===== src/rtl/vpm_pkg.sv =====
// Shared types and helpers for the valve position monitor.
package vpm_pkg;

    typedef enum logic [1:0] {
        CLS_OPEN  = 2'd0,
        CLS_BAND  = 2'd1,
        CLS_CLOSE = 2'd2
    } cls_t;

    typedef enum logic [1:0] {
        ST_UNKNOWN = 2'd0,
        ST_OPEN    = 2'd1,
        ST_CLOSED  = 2'd2
    } ch_st_t;

    localparam int unsigned DEB_W   = 4;
    localparam int unsigned STALE_W = 8;

    // a - b clamped at zero, result masked to the given width
    function automatic logic [31:0] sat_sub(input logic [31:0] a, input logic [31:0] b,
                                            input int unsigned width);
        logic [31:0] d;
        d = (a > b) ? (a - b) : 32'd0;
        for (int i = 0; i < 32; i++) begin
            if (32'(i) >= width) d[i] = 1'b0;
        end
        return d;
    endfunction

endpackage


===== src/rtl/vpm_channel.sv =====
// One valve channel: thresholds, debounce state machine, stale timer, sense register.
module vpm_channel
    import vpm_pkg::*;
#(
    parameter int unsigned ADC_W        = 10,
    parameter int unsigned MARGIN       = 32,
    parameter int unsigned HYST         = 8,
    parameter int unsigned DEB_N        = 4,
    parameter int unsigned STALE_FRAMES = 8
) (
    input  logic             clk,
    input  logic             reset,
    input  logic             enable,
    input  logic             smp,
    input  logic [ADC_W-1:0] data,
    input  logic             strb_frame,
    input  logic             strb_load,
    input  logic [ADC_W-1:0] close_val,
    output logic [ADC_W-1:0] sense,
    output logic             closed,
    output logic             st_valid,
    output logic             stale,
    output logic             flip_c
);

    logic [ADC_W-1:0]   close_thr, open_thr, close_thr_new_c, open_thr_new_c;
    ch_st_t             state, state_nxt_c;
    cls_t               cand, cand_nxt_c, cls_c;
    logic [DEB_W-1:0]   deb, deb_nxt_c;
    logic [STALE_W-1:0] stale_cnt, stale_cnt_nxt_c;
    logic               stale_nxt_c;

    // Classification, debounce decision and stale counter next values
    always_comb begin
        close_thr_new_c = ADC_W'(sat_sub(32'(close_val), 32'(MARGIN), ADC_W));
        open_thr_new_c  = ADC_W'(sat_sub(32'(close_thr_new_c), 32'(HYST), ADC_W));

        if (data >= close_thr)    cls_c = CLS_CLOSE;
        else if (data < open_thr) cls_c = CLS_OPEN;
        else                      cls_c = CLS_BAND;

        state_nxt_c = state;
        cand_nxt_c  = cand;
        deb_nxt_c   = deb;
        if (smp) begin
            unique case (state)
                ST_UNKNOWN: begin
                    if (cls_c == CLS_BAND) begin
                        deb_nxt_c = '0;
                    end else if (cls_c == cand) begin
                        deb_nxt_c = DEB_W'(deb + DEB_W'(1));
                    end else begin
                        cand_nxt_c = cls_c;
                        deb_nxt_c  = DEB_W'(1);
                    end
                end
                ST_OPEN:   deb_nxt_c = (cls_c == CLS_CLOSE) ? DEB_W'(deb + DEB_W'(1)) : '0;
                ST_CLOSED: deb_nxt_c = (cls_c == CLS_OPEN)  ? DEB_W'(deb + DEB_W'(1)) : '0;
                default:   deb_nxt_c = '0;
            endcase
            if (deb_nxt_c == DEB_W'(DEB_N)) begin
                deb_nxt_c = '0;
                if (state == ST_UNKNOWN)
                    state_nxt_c = (cand_nxt_c == CLS_CLOSE) ? ST_CLOSED : ST_OPEN;
                else
                    state_nxt_c = (state == ST_OPEN) ? ST_CLOSED : ST_OPEN;
            end
        end

        // an accepted sample clears the timer even if a frame strobe coincides
        stale_cnt_nxt_c = stale_cnt;
        if (smp)
            stale_cnt_nxt_c = '0;
        else if (enable && strb_frame && (stale_cnt != {STALE_W{1'b1}}))
            stale_cnt_nxt_c = STALE_W'(stale_cnt + STALE_W'(1));
        stale_nxt_c = (stale_cnt_nxt_c >= STALE_W'(STALE_FRAMES));

        flip_c = (state_nxt_c == ST_CLOSED) != (state == ST_CLOSED);
    end

    // Channel state and registered outputs
    always_ff @(posedge clk) begin
        if (reset) begin
            close_thr <= '0;
            open_thr  <= '0;
            state     <= ST_UNKNOWN;
            cand      <= CLS_OPEN;
            deb       <= '0;
            stale_cnt <= '0;
            sense     <= '0;
            closed    <= 1'b0;
            st_valid  <= 1'b0;
            stale     <= 1'b0;
        end else begin
            if (strb_load) begin
                close_thr <= close_thr_new_c;
                open_thr  <= open_thr_new_c;
            end
            if (smp) sense <= data;
            state     <= state_nxt_c;
            cand      <= cand_nxt_c;
            deb       <= deb_nxt_c;
            stale_cnt <= stale_cnt_nxt_c;
            stale     <= stale_nxt_c;
            closed    <= (state_nxt_c == ST_CLOSED);
            st_valid  <= (state_nxt_c != ST_UNKNOWN) && !stale_nxt_c;
        end
    end

endmodule


===== src/rtl/valve_position_monitor.sv =====
// Multi-channel valve position monitor: sample routing, change/error strobes, pattern match.
module valve_position_monitor
    import vpm_pkg::*;
#(
    parameter int unsigned     NCH          = 6,
    parameter int unsigned     ADC_W        = 10,
    parameter int unsigned     MARGIN       = 32,
    parameter int unsigned     HYST         = 8,
    parameter int unsigned     DEB_N        = 4,
    parameter int unsigned     STALE_FRAMES = 8,
    parameter logic [NCH-1:0]  MATCH_DEF    = 6'b101010,
    localparam int unsigned    CH_W         = (NCH > 1) ? $clog2(NCH) : 1
) (
    input  logic                 clk,
    input  logic                 reset,
    input  logic                 enable,
    input  logic                 strb_frame,
    input  logic                 strb_load,
    input  logic [NCH*ADC_W-1:0] close_val,
    input  logic                 s_valid,
    output logic                 s_ready,
    input  logic [CH_W-1:0]      s_ch,
    input  logic [ADC_W-1:0]     s_data,
    output logic [NCH*ADC_W-1:0] sense_out,
    output logic [NCH-1:0]       valve_states,
    output logic [NCH-1:0]       state_valid,
    output logic [NCH-1:0]       stale_fault,
    output logic                 chg_strb,
    output logic                 ch_err_strb,
    output logic                 match_state
);

    logic           acc_c;
    logic           ch_ok_c;
    logic [NCH-1:0] flip_c;

    assign s_ready = enable;
    assign acc_c   = s_valid && enable;
    assign ch_ok_c = (32'(s_ch) < NCH);

    for (genvar i = 0; i < NCH; i++) begin : g_ch
        vpm_channel #(
            .ADC_W       (ADC_W),
            .MARGIN      (MARGIN),
            .HYST        (HYST),
            .DEB_N       (DEB_N),
            .STALE_FRAMES(STALE_FRAMES)
        ) u_ch (
            .clk       (clk),
            .reset     (reset),
            .enable    (enable),
            .smp       (acc_c && (32'(s_ch) == 32'(i))),
            .data      (s_data),
            .strb_frame(strb_frame),
            .strb_load (strb_load),
            .close_val (close_val[i*ADC_W +: ADC_W]),
            .sense     (sense_out[i*ADC_W +: ADC_W]),
            .closed    (valve_states[i]),
            .st_valid  (state_valid[i]),
            .stale     (stale_fault[i]),
            .flip_c    (flip_c[i])
        );
    end

    // Change/error strobes and pattern match, one cycle behind their sources
    always_ff @(posedge clk) begin
        if (reset) begin
            chg_strb    <= 1'b0;
            ch_err_strb <= 1'b0;
            match_state <= 1'b0;
        end else begin
            chg_strb    <= |flip_c;
            ch_err_strb <= acc_c && !ch_ok_c;
            match_state <= (valve_states == MATCH_DEF) && (&state_valid) && !(|stale_fault);
        end
    end

endmodule


===== config.mk =====
export PLATFORM = sky130hd
export DESIGN_NAME = valve_position_monitor
export DESIGN_NICKNAME = d
export VERILOG_FILES = /design/src/rtl/vpm_pkg.sv /design/src/rtl/vpm_channel.sv /design/src/rtl/valve_position_monitor.sv
export SDC_FILE = /design/constraint.sdc
export NUM_CORES = 1
export LEC_CHECK = 0
export ABC_AREA = 1
export CAP_MARGIN = 40
export CORE_MARGIN = 2
export CORE_UTILIZATION = 55
export CTS_CLUSTER_DIAMETER = 150
export DETAILED_ROUTE_END_ITERATION = 10
export GPL_TIMING_DRIVEN = 0
export MAX_ROUTING_LAYER = met4
export PLACE_DENSITY = 0.83
export RECOVER_POWER = 50
export SLEW_MARGIN = 10
export SYNTH_ARGS = -nofsm -noshare
export SYNTH_HDL_FRONTEND = slang
export SYNTH_SLANG_ARGS = --single-unit

===== constraint.sdc =====
create_clock -name clk -period 4.2 [get_ports clk]
set_input_delay 0.84 -clock clk [delete_from_list [all_inputs] [get_ports clk]]
set_output_delay 0.84 -clock clk [all_outputs]
set_load 0.02 [all_outputs]

# Yosys cells after proc, flatten, opt, wreduce, memory -nomap -nowiden
# Cells that the tools add are included.
[word_totals]
ff_bits = 297
inputBits = 79
elab_cells = 369
[classes]
reduce_logical = 53
magnitude_cmp = 31
n_eq_ne = 66
n_mux = 132
add_sub_neg = 24
[ops]
columns = ["cell", "n"]
rows = [
  ["4-bit 2-to-1 mux", 36],
  ["10-bit 2-to-1 mux", 12],
  ["2-bit 2-to-1 mux", 60],
  ["8-bit 2-to-1 mux", 12],
  ["4-bit case mux with 3 select lines", 6],
  ["10-bit >= comparator", 6],
  ["10-bit by 4-bit greater-than comparator with 1-bit output, second input constant", 6],
  ["10-bit by 6-bit greater-than comparator with 1-bit output, second input constant", 6],
  ["10-bit < comparator", 6],
  ["10-bit by 4-bit subtractor with 10-bit output, second input constant", 6],
  ["10-bit by 6-bit subtractor with 10-bit output, second input constant", 6],
  ["8-bit by 1-bit adder with 8-bit output, second input constant", 6],
  ["2-bit == test, second input constant", 24],
  ["8-bit by 4-bit >= comparator with 1-bit output, second input constant", 6],
  ["8-bit inequality test, second input constant", 6],
  ["4-bit by 1-bit adder with 4-bit output, second input constant", 6],
  ["2-bit by 1-bit == test with 1-bit output, second input constant", 12],
  ["4-bit by 3-bit == test with 1-bit output, second input constant", 6],
  ["2-bit logical NOT", 12],
  ["1-bit logical AND", 23],
  ["2-bit == test", 6],
  ["2-bit nonzero test", 6],
  ["6-bit OR reduction", 2],
  ["1-bit logical NOT", 8],
  ["other kinds (9)", 21],
]

# Longest topological paths before layout
[depth]
ltp_word = 16
depth_mapped = 26
depth_no_buf = 25

# Hierarchy
# From an unflattened synthesis, not the netlist that was laid out.
[unflattened]
cells_unflattened = 2570
area_unflattened_um2 = 18187.4
[by_module_without_submodules]
columns = ["mod", "instances", "seq_area_each_um2", "cells_each", "area_per_inst_um2"]
rows = [
  ["vpm_channel at g_ch[0].u_ch ...", 4, 980.9, 428, 3010.4],
  ["vpm_channel at g_ch[5].u_ch", 1, 980.9, 411, 2947.8],
  ["vpm_channel at g_ch[2].u_ch", 1, 980.9, 402, 2932.8],
  ["valve_position_monitor", 1, 60.1, 45, 265.3],
]

# Worst setup path before layout
# Ideal clock, no wire load.
[synth_timing]
path_type = "input to register"
startpoint = "in s_data[0]"
endpoint = "reg g_ch[4].u_ch.closed"
cell_stages = 20
path_buffers = 1
required_ps = 4135
arrival_ps = 3060
path_slack_ps = 1075
cell_sequence = "inv_2 -> buf_6 -> ha_1 -> inv_1 -> nand2_1 -> a21oi_1 -> o21ai_2 -> nor2_2 -> nand2_2 -> inv_2 -> ha_1 -> a21oi_1 -> o21ai_1 -> o21ai_4 -> nand4_2 -> nor2_4 -> nand2_1 -> o21ai_1 -> nand2_1 -> nor2_1"
[synth_via]
elab_chain_cells = 14
[synth_lines]
columns = ["item", "line_no", "text"]
rows = [
  ["start, declared", "valve_position_monitor.sv:23", "input logic [ADC_W-1:0] s_data,"],
  ["10-bit < comparator", "vpm_channel.sv:39", "else if (data < open_thr) cls_c = CLS_OPEN;"],
  ["1-bit 2-to-1 mux", "vpm_channel.sv:39", ""],
  ["2-bit 2-to-1 mux *", "vpm_channel.sv:38", "if (data >= close_thr) cls_c = CLS_CLOSE;"],
  ["2-bit == test", "vpm_channel.sv:50", "end else if (cls_c == cand) begin"],
  ["2-bit 2-to-1 mux", "vpm_channel.sv:50", ""],
  ["2-bit 2-to-1 mux", "vpm_channel.sv:48", "if (cls_c == CLS_BAND) begin"],
  ["2-bit 2-to-1 mux", "vpm_channel.sv:46", "unique case (state)"],
  ["2-bit 2-to-1 mux", "vpm_channel.sv:45", "if (smp) begin"],
  ["2-bit == test", "vpm_channel.sv:64", "state_nxt_c = (cand_nxt_c == CLS_CLOSE) ? ST_CLOSED : ST_OPEN;"],
  ["2-bit 2-to-1 mux", "vpm_channel.sv:64", ""],
  ["2-bit 2-to-1 mux", "vpm_channel.sv:63", "if (state == ST_UNKNOWN)"],
  ["2-bit 2-to-1 mux *", "vpm_channel.sv:61", "if (deb_nxt_c == DEB_W'(DEB_N)) begin"],
  ["2-bit 2-to-1 mux *", "vpm_channel.sv:45", ""],
  ["2-bit == test *", "vpm_channel.sv:105", "closed <= (state_nxt_c == ST_CLOSED);"],
  ["end signal, assigned", "vpm_channel.sv:105", ""],
  ["end, declared", "vpm_channel.sv:20", "output logic closed,"],
]
# Every way passes the cells marked *; elsewhere a longest branch is shown, timed or not. The select of a mux whose other input is x is not followed.
# A chain may end at the register's enable or synchronous reset.

# Final worst setup path
[layout_timing]
startpoint = "in s_data[9]"
endpoint = "reg chg_strb"
[layout_via]
elab_chain_cells = 16
[layout_lines]
columns = ["item", "line_no", "text"]
rows = [
  ["10-bit < comparator", "vpm_channel.sv:39", ""],
  ["1-bit 2-to-1 mux", "vpm_channel.sv:39", ""],
  ["2-bit 2-to-1 mux", "vpm_channel.sv:38", ""],
  ["2-bit == test", "vpm_channel.sv:50", ""],
  ["2-bit 2-to-1 mux", "vpm_channel.sv:50", ""],
  ["2-bit 2-to-1 mux", "vpm_channel.sv:48", ""],
  ["2-bit 2-to-1 mux", "vpm_channel.sv:46", ""],
  ["2-bit 2-to-1 mux", "vpm_channel.sv:45", ""],
  ["2-bit == test", "vpm_channel.sv:64", ""],
  ["2-bit 2-to-1 mux", "vpm_channel.sv:64", ""],
  ["2-bit 2-to-1 mux", "vpm_channel.sv:63", ""],
  ["2-bit 2-to-1 mux", "vpm_channel.sv:61", ""],
  ["2-bit 2-to-1 mux", "vpm_channel.sv:45", ""],
  ["2-bit == test", "vpm_channel.sv:78", "flip_c = (state_nxt_c == ST_CLOSED) != (state == ST_CLOSED);"],
  ["1-bit inequality test", "vpm_channel.sv:78", ""],
  ["6-bit OR reduction *", "valve_position_monitor.sv:72", "chg_strb <= |flip_c;"],
  ["end signal, assigned", "valve_position_monitor.sv:72", ""],
  ["end, declared", "valve_position_monitor.sv:28", "output logic chg_strb,"],
]
# Marked as above.

==> results.py <==
metrics = {
    "run_status": {
        "outcome": "finished, final reports clean",
    },
    "timing": {
        "clock_skew_ns": 0.0101,
        "post-route-period-util_pct": 96.6,
        "fmaxAchievable_mhz": 247,
        "final.setup.tns_ns": 0,
        "worst_slew_pin_slew_ns": 0.980,
        "finalHoldViolCount": 0,
        "setup_viol": 0,
        "slew_headroom_pct": 34.7,
        "min_period_ns": 4.06,
        "slew_violations": 0,
        "rsz0062_at_grt": "false",
        "layout_setup_ws_ns": 0.143,
    },
    "detailed_routing": {
        "vias": 17200,
        "dr.pass1.iters": 5,
        "vias_per_cell": 5.58,
        "drtIter0Drc": 1513,
        "finalWirelength_um": 51000,
        "drc": 0,
        "wl_per_cell_um": 16.5,
        "ant_nets": 0,
    },
    "placement": {
        "gp_congestion": 0.947,
        "numPortBuffers": 158,
        "hpwlAfterDp_um": 37700,
        "dp.cells": 3029,
        "pre_cts_ws_ns": -0.647,
        "placed_cell_area_um2": 19200,
    },
    "yosys": {
        "synth_area_leaders": "dfxtp_1 (35%), nand2_1 (11%), ha_1 (11%)",
        "yosysUniqueCellTypes": 53,
        "synthArstFlopShare_pct": 0,
        "syn-num-nets": 2689,
        "syn_inst": 2466,
        "syn_area_um2": 17000,
        "synth-xor-area-share_pct": 2.22,
        "ys_ff_latch": 297,
        "avgSynthCellArea_um2": 6.88,
        "synthMuxAreaShare_pct": 0,
        "synth_edf_count": 0,
        "synth_top_area_share_pct": 35.0,
        "ys_seq_area_share_pct": 35.0,
        "synth_top_flop_cell": "dfxtp_1",
        "yosys.area.top_type": "dfxtp_1",
        "synthSimpleGateAreaFrac_pct": 27.2,
        "ys_warn_count": 0,
        "synth-compound-area-share_pct": 14.1,
        "synth_top_family_by_area": "simple AND/OR/NAND/NOR gates",
        "synth_adder_area_share_pct": 10.6,
    },
    "cells_and_area": {
        "stdcell_area_um2": 20100,
        "layout.nets": 2889,
        "final_common_cell": "nand2_1",
        "fillers": 2549,
        "drive_above_1_share_pct": 4.91,
        "area_growth_pct": 18.7,
        "fin_cells": 3083,
        "final_cell_mix": "nand2_1 (503), inv_1 (369), dfxtp_1 (297)",
    },
    "setup_path": {
        "cp_max_fo": 10,
        "cp_slowest_cell": "clkdlybuf4s50_1",
        "rr_endpoint": "chg_strb",
        "cpLargestDelayFamily": "simple AND/OR/NAND/NOR gates",
        "cpPeakStageDelay_ns": 0.54,
        "cp.arrival_ns": 4.56,
        "r2r_slack_ns": 0.84,
        "required_ns": 4.70,
        "ff2ff_path_depth": 19,
        "crit_type": "in2reg",
        "worstPathCellList": "clkdlybuf4s50_1, buf_8, ha_1, nand2_1, nor2_1, nand3b_1, nor2_1, nor2_1, nand2_1, nor2_1, ha_1, inv_1, nand4_1, a21oi_1, nand4_1, nand2_1, nor2_1, nand4_1, nand2_1, inv_1",
        "critPathCaptureType": "flip-flop",
        "timing.rr.start": "g_ch[2].u_ch.close_thr[9]",
        "crit_buf_inv": 4,
        "worstSetupStartpointType": "input port",
        "cpMostUsedCell": "nor2_1",
    },
    "die": {
        "die_width_um": 180,
        "start_util_pct": 55.6,
        "rows": 64,
        "die_h_um": 180,
        "coreArea_um2": 30500,
        "ios": 161,
        "dieArea_um2": 32300,
    },
    "power": {
        "seqPwrFrac_pct": 43.7,
        "switching_power_mw": 1.93,
        "p_total_mw": 6.79,
        "p_comb_share_pct": 16.7,
        "internal-power_mw": 4.86,
        "p_leak_nw": 9.31,
        "clkPwrFrac_pct": 39.6,
        "sw_frac_of_total_pct": 28.4,
        "p_per_area_nw_per_um2": 337,
        "ir_worst_vdd_v": 0.000379,
    },
    "global_route": {
        "grt_overflow": 0,
        "grtUsageTotal_pct": 31.4,
        "antenna_found_initial": 1,
        "grt_max_degree": 16,
        "grt_pass1_wl_um": 80400,
        "first_global_vias": 16100,
    },
    "clock_network": {
        "clock_latency_ns": 0.56,
        "cts_setup_buffers": 0,
        "cts_root_buf": "clkbuf_16",
        "clockBufferDepth": 3,
        "htreeDepth": 1,
        "cts_buffers": 31,
        "cts_tree": "done",
        "cts_sinks": 297,
        "clk_pin_slew_ns": 0.06,
    },
    "hold_path": {
        "worstHoldStart": "g_ch[2].u_ch.open_thr[0]",
        "hold_path_depth": 2,
        "min_path_type": "reg2reg",
        "hold_end": "g_ch[2].u_ch.open_thr[0]",
    },
    "run": {
        "cap_violations": 0,
    },
}
## worst max path at each step
stage | start | to | slack, ns | cells after the start
after floorplan | s_data[0] | g_ch[4].u_ch.closed | 1.08 | 20
after global placement | s_data[9] | chg_strb | -0.59 | 19
after detailed placement | s_data[8] | chg_strb | -0.65 | 19
after CTS | s_data[1] | g_ch[1].u_ch.closed | 0.21 | 19
after global routing | s_data[0] | g_ch[1].u_ch.closed | 0.003 | 23
final | s_data[9] | chg_strb | 0.14 | 20
## cell type report
class                      count  area, um2  share of cell area (%)
inverter                     380       1430                    7.08
clock buffer                  41        893                    4.44
timing repair buffer         167       1690                    8.40
tap                          396        495                    2.46
multi-input combinational   1703       9190                    45.6
buffer                        86        402                    1.99
antenna                        1       2.50                  0.0124
sequential                   297       5950                    29.5
clock inverter                12       91.3                   0.454
## power by group through the flow
stage	Sequential (mW)	Combinational, mW	Clock (mW)
floorplan	3.02	0.711	0
global placement	3.02	1.05	0
detailed placement	3.03	1.11	0
CTS	2.97	1.12	2.70
global route	2.98	1.27	2.82
finish	2.97	1.14	2.69
## worst reg2reg max path: cells and delay by family (launching register included)
family,cells,cell delay (ns)
AND/OR/NAND/NOR,13,1.82
adder cells (fa/ha/maj),2,0.58
AO/OA/AOI/OAI,1,0.36
flip-flops,1,0.33
buffers and inverters,3,0.20
## metal layers
metal  vias up  share of wire, %  GRT usage [%]
met5         -                 0              -
li1       8369                 -              -
met1      7750                40           38.3
met3       206               9.6           4.29
met4         0               5.5           16.2
met2       881                45           50.7
## stage by stage
step	hold slack [ns]	utilization, %
2_1_floorplan	0.441	-
3_3_place_gp	0.452	62.4
3_5_place_dp	0.455	62.9
4_1_cts	0.465	66.1
5_1_grt	0.480	66.0
6_report	0.466	66.0
## sequential cells by signal (all words and copies together), names as in the netlist
signal and cells:
ch_err_strb 1, chg_strb 1, g_ch.u_ch.cand 12, g_ch.u_ch.close_thr 60
g_ch.u_ch.closed 6, g_ch.u_ch.deb 24, g_ch.u_ch.open_thr 60, g_ch.u_ch.sense 60
g_ch.u_ch.st_valid 6, g_ch.u_ch.stale 6, g_ch.u_ch.stale_cnt 48, g_ch.u_ch.state 12
match_state 1
## cell usage after synthesis, drive strengths merged (3+ instances only)
master  number
nand2      507
inv        376
dfxtp      297
nor2       289
a21oi      187
nand3      187
o21ai      175
ha         144
clkbuf      51
buf         35
nor3        34
nand4       32
xor2        27
xnor2       16
o22ai       13
o21a        12
or2         11
a211oi      10
nor3b       10
a21o         9
o211ai       8
a31oi        7
nand3b       6
and2         4
clkinv       4
o41ai        3
## cells by family (layout without fill, tap and decap cells)
logic type,after synthesis,after routing
compound gates,435,435
xor+xnor,43,43
fa+ha+maj,144,144
buf+inv,466,686
flops,297,297
other cells,0,1
simple gates,1081,1081
## what timing repair did
action / in CTS / in global routing
hold buffers: 0 / 0
pin swaps: 0 / 0
setup endpoints to repair: 2 / 7
gates resized for setup: 1 / 4
Note: power is estimated with default switching activity, not from simulation.
